`src/rtl/instr_fetch_unit.sv`:
```
// Instruction fetch unit: owns the PC, runs a one-word req/ack fetch against
// instruction memory and strobes the fetched word into the instruction register.
module instr_fetch_unit #(
  parameter logic [31:0] RESET_PC = 32'h0000_0000,
  parameter int          MAX_WAIT = 16
) (
  input  logic        clk,
  input  logic        reset,
  input  logic        fetch_go,
  input  logic        pc_load,
  input  logic [31:0] pc_in,
  output logic        mem_req,
  output logic [31:0] mem_addr,
  input  logic        mem_ack,
  input  logic [31:0] mem_rdata,
  output logic [31:0] ir_d,
  output logic        ir_write,
  output logic [31:0] pc,
  output logic        busy,
  output logic        fetch_err
);

  localparam int CW = (MAX_WAIT > 1) ? $clog2(MAX_WAIT) : 1;

  typedef enum logic [1:0] {
    S_IDLE = 2'd0,
    S_WAIT = 2'd1,
    S_ERR  = 2'd2
  } state_t;

  state_t        state, state_next;
  logic [CW-1:0] wait_cnt;
  logic          pend_valid;
  logic [31:0]   pend_pc;

  logic          in_misaligned;
  logic [31:0]   in_target;
  logic          timeout;
  logic [31:0]   done_pc;

  assign in_misaligned = (pc_in[1:0] != 2'b00);
  assign in_target     = {pc_in[31:2], 2'b00};
  assign timeout       = (wait_cnt == CW'(MAX_WAIT - 1));

  // A redirect arriving in the same cycle as the ack is the newest one and wins.
  always_comb begin
    if (pc_load)         done_pc = in_target;
    else if (pend_valid) done_pc = pend_pc;
    else                 done_pc = pc + 32'd4;
  end

  // State register.
  always_ff @(posedge clk) begin
    if (!reset) state <= S_IDLE;
    else        state <= state_next;
  end

  // Next-state logic.
  always_comb begin
    // NOTE: default first so every path assigns state_next and no latch is inferred.
    state_next = state;
    unique case (state)
      S_IDLE: begin
        if (pc_load)       state_next = in_misaligned ? S_ERR : S_IDLE;
        else if (fetch_go) state_next = S_WAIT;
      end
      S_WAIT: begin
        if (mem_ack)      state_next = (fetch_err || (pc_load && in_misaligned)) ? S_ERR : S_IDLE;
        else if (timeout) state_next = S_ERR;
      end
      S_ERR: begin
        if (pc_load && !in_misaligned) state_next = S_IDLE;
      end
      default: state_next = S_IDLE;
    endcase
  end

  // Datapath registers: PC, address, instruction word, error and wait tracking.
  always_ff @(posedge clk) begin
    if (!reset) begin
      // NOTE: non-blocking assignments keep every register updated from pre-edge values.
      pc         <= RESET_PC;
      mem_addr   <= RESET_PC;
      ir_d       <= '0;
      ir_write   <= 1'b0;
      fetch_err  <= 1'b0;
      wait_cnt   <= '0;
      pend_valid <= 1'b0;
      pend_pc    <= '0;
    end else begin
      ir_write <= 1'b0;
      unique case (state)
        S_IDLE: begin
          if (pc_load) begin
            pc <= in_target;
            if (in_misaligned) fetch_err <= 1'b1;
          end else if (fetch_go) begin
            mem_addr <= pc;
            wait_cnt <= '0;
          end
        end
        S_WAIT: begin
          if (pc_load && in_misaligned) fetch_err <= 1'b1;
          if (mem_ack) begin
            ir_d       <= mem_rdata;
            ir_write   <= 1'b1;
            pc         <= done_pc;
            pend_valid <= 1'b0;
          end else if (timeout) begin
            fetch_err  <= 1'b1;
            pend_valid <= 1'b0;
            wait_cnt   <= '0;
          end else begin
            wait_cnt <= wait_cnt + 1'b1;
            if (pc_load) begin
              pend_valid <= 1'b1;
              pend_pc    <= in_target;
            end
          end
        end
        S_ERR: begin
          if (pc_load && !in_misaligned) begin
            pc        <= in_target;
            fetch_err <= 1'b0;
          end
        end
        default: ;
      endcase
    end
  end

  // Outputs decode the registered state, so they change only on clock edges.
  always_comb begin
    busy    = (state == S_WAIT);
    mem_req = (state == S_WAIT);
  end

endmodule
```
`config.mk`:
```
export PLATFORM = sky130hd
export DESIGN_NAME = instr_fetch_unit
export DESIGN_NICKNAME = d
export VERILOG_FILES = /design/src/rtl/instr_fetch_unit.sv
export SDC_FILE = /design/constraint.sdc
export NUM_CORES = 1
export LEC_CHECK = 0
export CORE_MARGIN = 2
export CORE_UTILIZATION = 35
export CTS_BUF_LIST = sky130_fd_sc_hd__clkbuf_4
export DETAILED_ROUTE_END_ITERATION = 8
export GPL_ROUTABILITY_DRIVEN = 0
export GPL_TIMING_DRIVEN = 0
export SLEW_MARGIN = 20
export SYNTH_ARGS = -nofsm -noshare
export SYNTH_HDL_FRONTEND = slang
export SYNTH_SLANG_ARGS = --single-unit
```
`constraint.sdc`:
```
create_clock -name clk -period 5 [get_ports clk]
set_input_delay 1 -clock clk [delete_from_list [all_inputs] [get_ports clk]]
set_output_delay 1 -clock clk [all_outputs]
set_load 0.02 [all_outputs]
```
==> summary.txt <==
Outcome
  – Outcome: complete, no violations

Layout
  – Multi-input logic area: just over 0.003 sq mm
  – Sequential cell area: 0.00262 sq mm
  – Final instance area: 0.00817 sq mm
  – Nets: ~1000
  – Layout cell share with drive strength beyond 1: 0.0691
  – Fill cells: ~1800
  – N_diodes: 0
  – Synth-to-Final Area Change: 36.9%
  – Final Util: 0.491

Power and ir drop
  – Maximum VDD drop: roughly 0.22 mV
  – Pwr Total: roughly 2.3 mW
  – Pleak: between 2 and 3 nW
  – Power Density: roughly 280 mW/mm^2

Die
  – Initial Util: 0.358
  – Die area: between 0.015 and 0.02 sq mm
  – Rows: 47
  – Boundary Pins: 169
  – Core area: 0.0166 sq mm
  – Chip Height: 135 um
  – Die width: approximately 130 um

Synthesis
  – Cell Area, Synth: 0.00596 sq mm
  – Register bit total from synthesis: roughly 130
  – Synth Area in Compound Gates: 0.198
  – Main synth FF type: dfxtp_1
  – Register area share after synthesis: 0.440
  – Post-synthesis simple-gate area fraction: 0.268
  – Async SR Flop Fraction: 0
  – Yosys top cell area share: 0.440
  – Synth unique cells: 55
  – Area leader, netlist: dfxtp_1
  – Average cell area after synthesis: between 7 and 8 sq um
  – Multiplexer share of the synthesized area: 0.0103
  – Yosys warns: 0
  – Cells after synthesis: approximately 800
  – Main combinational cell family by area after synthesis: simple AND/OR/NAND/NOR gates
  – Xor and xnor area share after synthesis: 0.0250
  – Synth Area in Adders: 0.00420
  – Synth top area cells: dfxtp_1, nand2_1, a21oi_1
  – Post-synth EDFFs: 0

Timing
  – Final period utilization: 0.590
  – Slew Viols, Final: 0
  – Max Fclk: 339 MHz
  – Final min period: 2.95 ns
  – Clock skew: about 0.019 ns
  – Slew @ Worst Pin: just under 0.8 ns
  – RSZ-0062 raised after global routing: false
  – Fin. Hold Viols: 0
  – Setup TNS: 0 ns
  – Worst slew margin: 0.479
  – # setup viols final: 0

Routing
  – DR pass1 iterations: 5
  – Routed Antenna Nets: 0
  – Final WL: approximately 21000 um
  – Vias per inst: 5.24
  – DRC viols: 0
  – Via count: 6310
  – Initial DRC count: 476
  – Routed len/inst: between 15 and 20 um

Hold path
  – Hold crit path type: register to register
  – Min-Delay Endpoint: mem_addr[15]
  – Hold Crit Depth: 2
  – Hold_sp: mem_addr[15]

Global routing
  – Vias in the first global route: ~5600
  – Initial antenna violation count: 1
  – Tot GR Track Use: 0.226
  – First-pass GRT wire length: 31700 um
  – Largest net degree at the start of global routing: 17
  – GRT overflow: 0

Critical path
  – Critical Path AT: between 1.5 and 2 ns
  – Worst Path Max Fanout: 10
  – Crit Path Class: register to output port
  – RR Startpoint: pc[2]
  – WP data required: 4.00 ns
  – R2r setup slk: roughly 2.7 ns
  – Crit end category: output port
  – Worst reg2reg path depth: 6
  – Worst r2r dst: pc[22]
  – CP Launch Type: register

Clocking
  – Root Driver: clkbuf_4
  – Clk sinks: 131
  – H-tree depth: 4
  – Setup bufs post-CTS: 0
  – CTS tree: done
  – Clock Tree Buf Depth: 2
  – Worst skew pair latency: approximately 0.56 ns
  – Post-cts resize count: 0
  – CTS Buf Count: 17
  – CTS clk-pin slew, worst paths: around 0.11 ns
  – Hold buffers post-CTS: 0

Flow run
  – # Max-Cap Violations: 0

Placed design
  – Detailed Place HPWL: 15000 um
  – Placed cell area: 0.00788 sq mm
  – I/O Buffers: between 150 and 200
==> sequential cells by signal (all words and copies together), names as in the netlist <==
register    flops
fetch_err       1
ir_d           32
ir_write        1
mem_addr       30
pc             30
pend_pc        30
pend_valid      1
state           2
wait_cnt        4
==> metal layers <==
metal / global-route usage / share of wire / up-vias / wire [um]
li1: - / - / 3085 / -
met2: 0.346 / 0.44 / 282 / 9160
met4: 0.0661 / 0.016 / 2 / 339
met1: 0.300 / 0.44 / 2911 / 9180
met5: 0 / 0.00077 / - / 16
met3: 0.0800 / 0.099 / 30 / 2050
==> through the flow <==
stage	std cells	setup WS [ns]	hold WS, ns
after floorplan	789	2.62	0.431
after global routing	1204	1.93	0.476
after CTS	1204	2.02	0.462
after global placement	1172	1.65	0.440
final	1204	2.05	0.460
after detailed placement	1172	1.62	0.446
==> worst max-delay path: stages (launching register included) <==
cell and delay [ns]:
dfxtp_1 0.35, nor2b_1 0.12, buf_2 0.21, buf_4 0.13
clkdlybuf4s50_1 0.58
==> layout by cell type, fill, tap and decap left out, types with 4 or more instances in the layout <==
master and n:
xor2_1 9, xnor2_1 8, nor3_1 12, a21oi_1 126, clkbuf_1 34, nand2_1 236
dfxtp_1 131, nand4_1 14, clkinv_1 5, nand3_1 30, o211ai_1 12, clkbuf_4 19
and3_1 11, a21o_1 5, buf_1 5, o21ai_1 6, clkdlybuf4s50_1 163, nor2_1 16
mux2i_1 5, o21ai_0 30, conb_1 4, buf_2 21, buf_4 6, inv_1 6
or3_1 4, nor4_1 7
==> Yosys cell counts, types with 2 or more instances <==
master	instances
inv_1	6
nand3_1	30
a211oi_1	2
o211ai_1	12
nor2_1	16
o21ai_1	6
xor2_1	9
ha_1	2
nand4_1	14
o21ai_0	30
or3_1	4
and2_1	2
xnor2_1	8
a221oi_1	2
a21o_1	5
o311a_1	2
a211oi_2	2
dfxtp_1	131
buf_2	21
nor3_1	12
buf_4	6
a22o_1	3
o31a_1	3
a41oi_1	2
mux2i_1	5
a32oi_1	3
clkbuf_1	34
or3b_1	2
and4_1	3
nand4_2	2
nand2_1	236
a21oi_1	126
o22ai_1	3
nor4_1	7
buf_1	5
and3_1	11
==> power breakdown <==
group          total, mW  leakage (nW)  switching, mW  internal (mW)
sequential          1.15          1.06         0.0587           1.09
combinational      0.428          1.58          0.241          0.187
clock              0.749         0.146          0.402          0.347
==> worst max-delay path by stage <==
stage	depth (start not counted)	startpoint	to	slack [ns]
detailed placement	7	mem_ack	ir_d[29]	1.62
floorplan	7	pc_in[1]	pc[22]	2.62
finish	4	state[0]	mem_req	2.05
global placement	7	mem_ack	ir_d[24]	1.65
global route	4	state[0]	mem_req	1.93
CTS	4	state[0]	mem_req	2.02
==> area by class of cell <==
cell class / instances / share of cell area
inverters: 7 / 0.00322
repair buffers: 163 / 0.200
flip-flops and latches: 131 / 0.321
multi-input cells: 585 / 0.371
clock inverters: 13 / 0.0173
plain buffers: 66 / 0.0363
clock buffers: 19 / 0.0175
well taps: 220 / 0.0337
==> cell families (layout without fill, tap and decap cells) <==
kind of cell / Yosys count / count (layout)
xor gates and xnor gates: 17 / 17
other: 1 / 4
muxes: 6 / 6
adders and majority gates: 2 / 2
buffers and inverters: 73 / 268
DFF: 131 / 131
and+or+nand+nor: 350 / 350
AOI/OAI and AO/OA: 206 / 206
(Power assumes the default switching activity.)
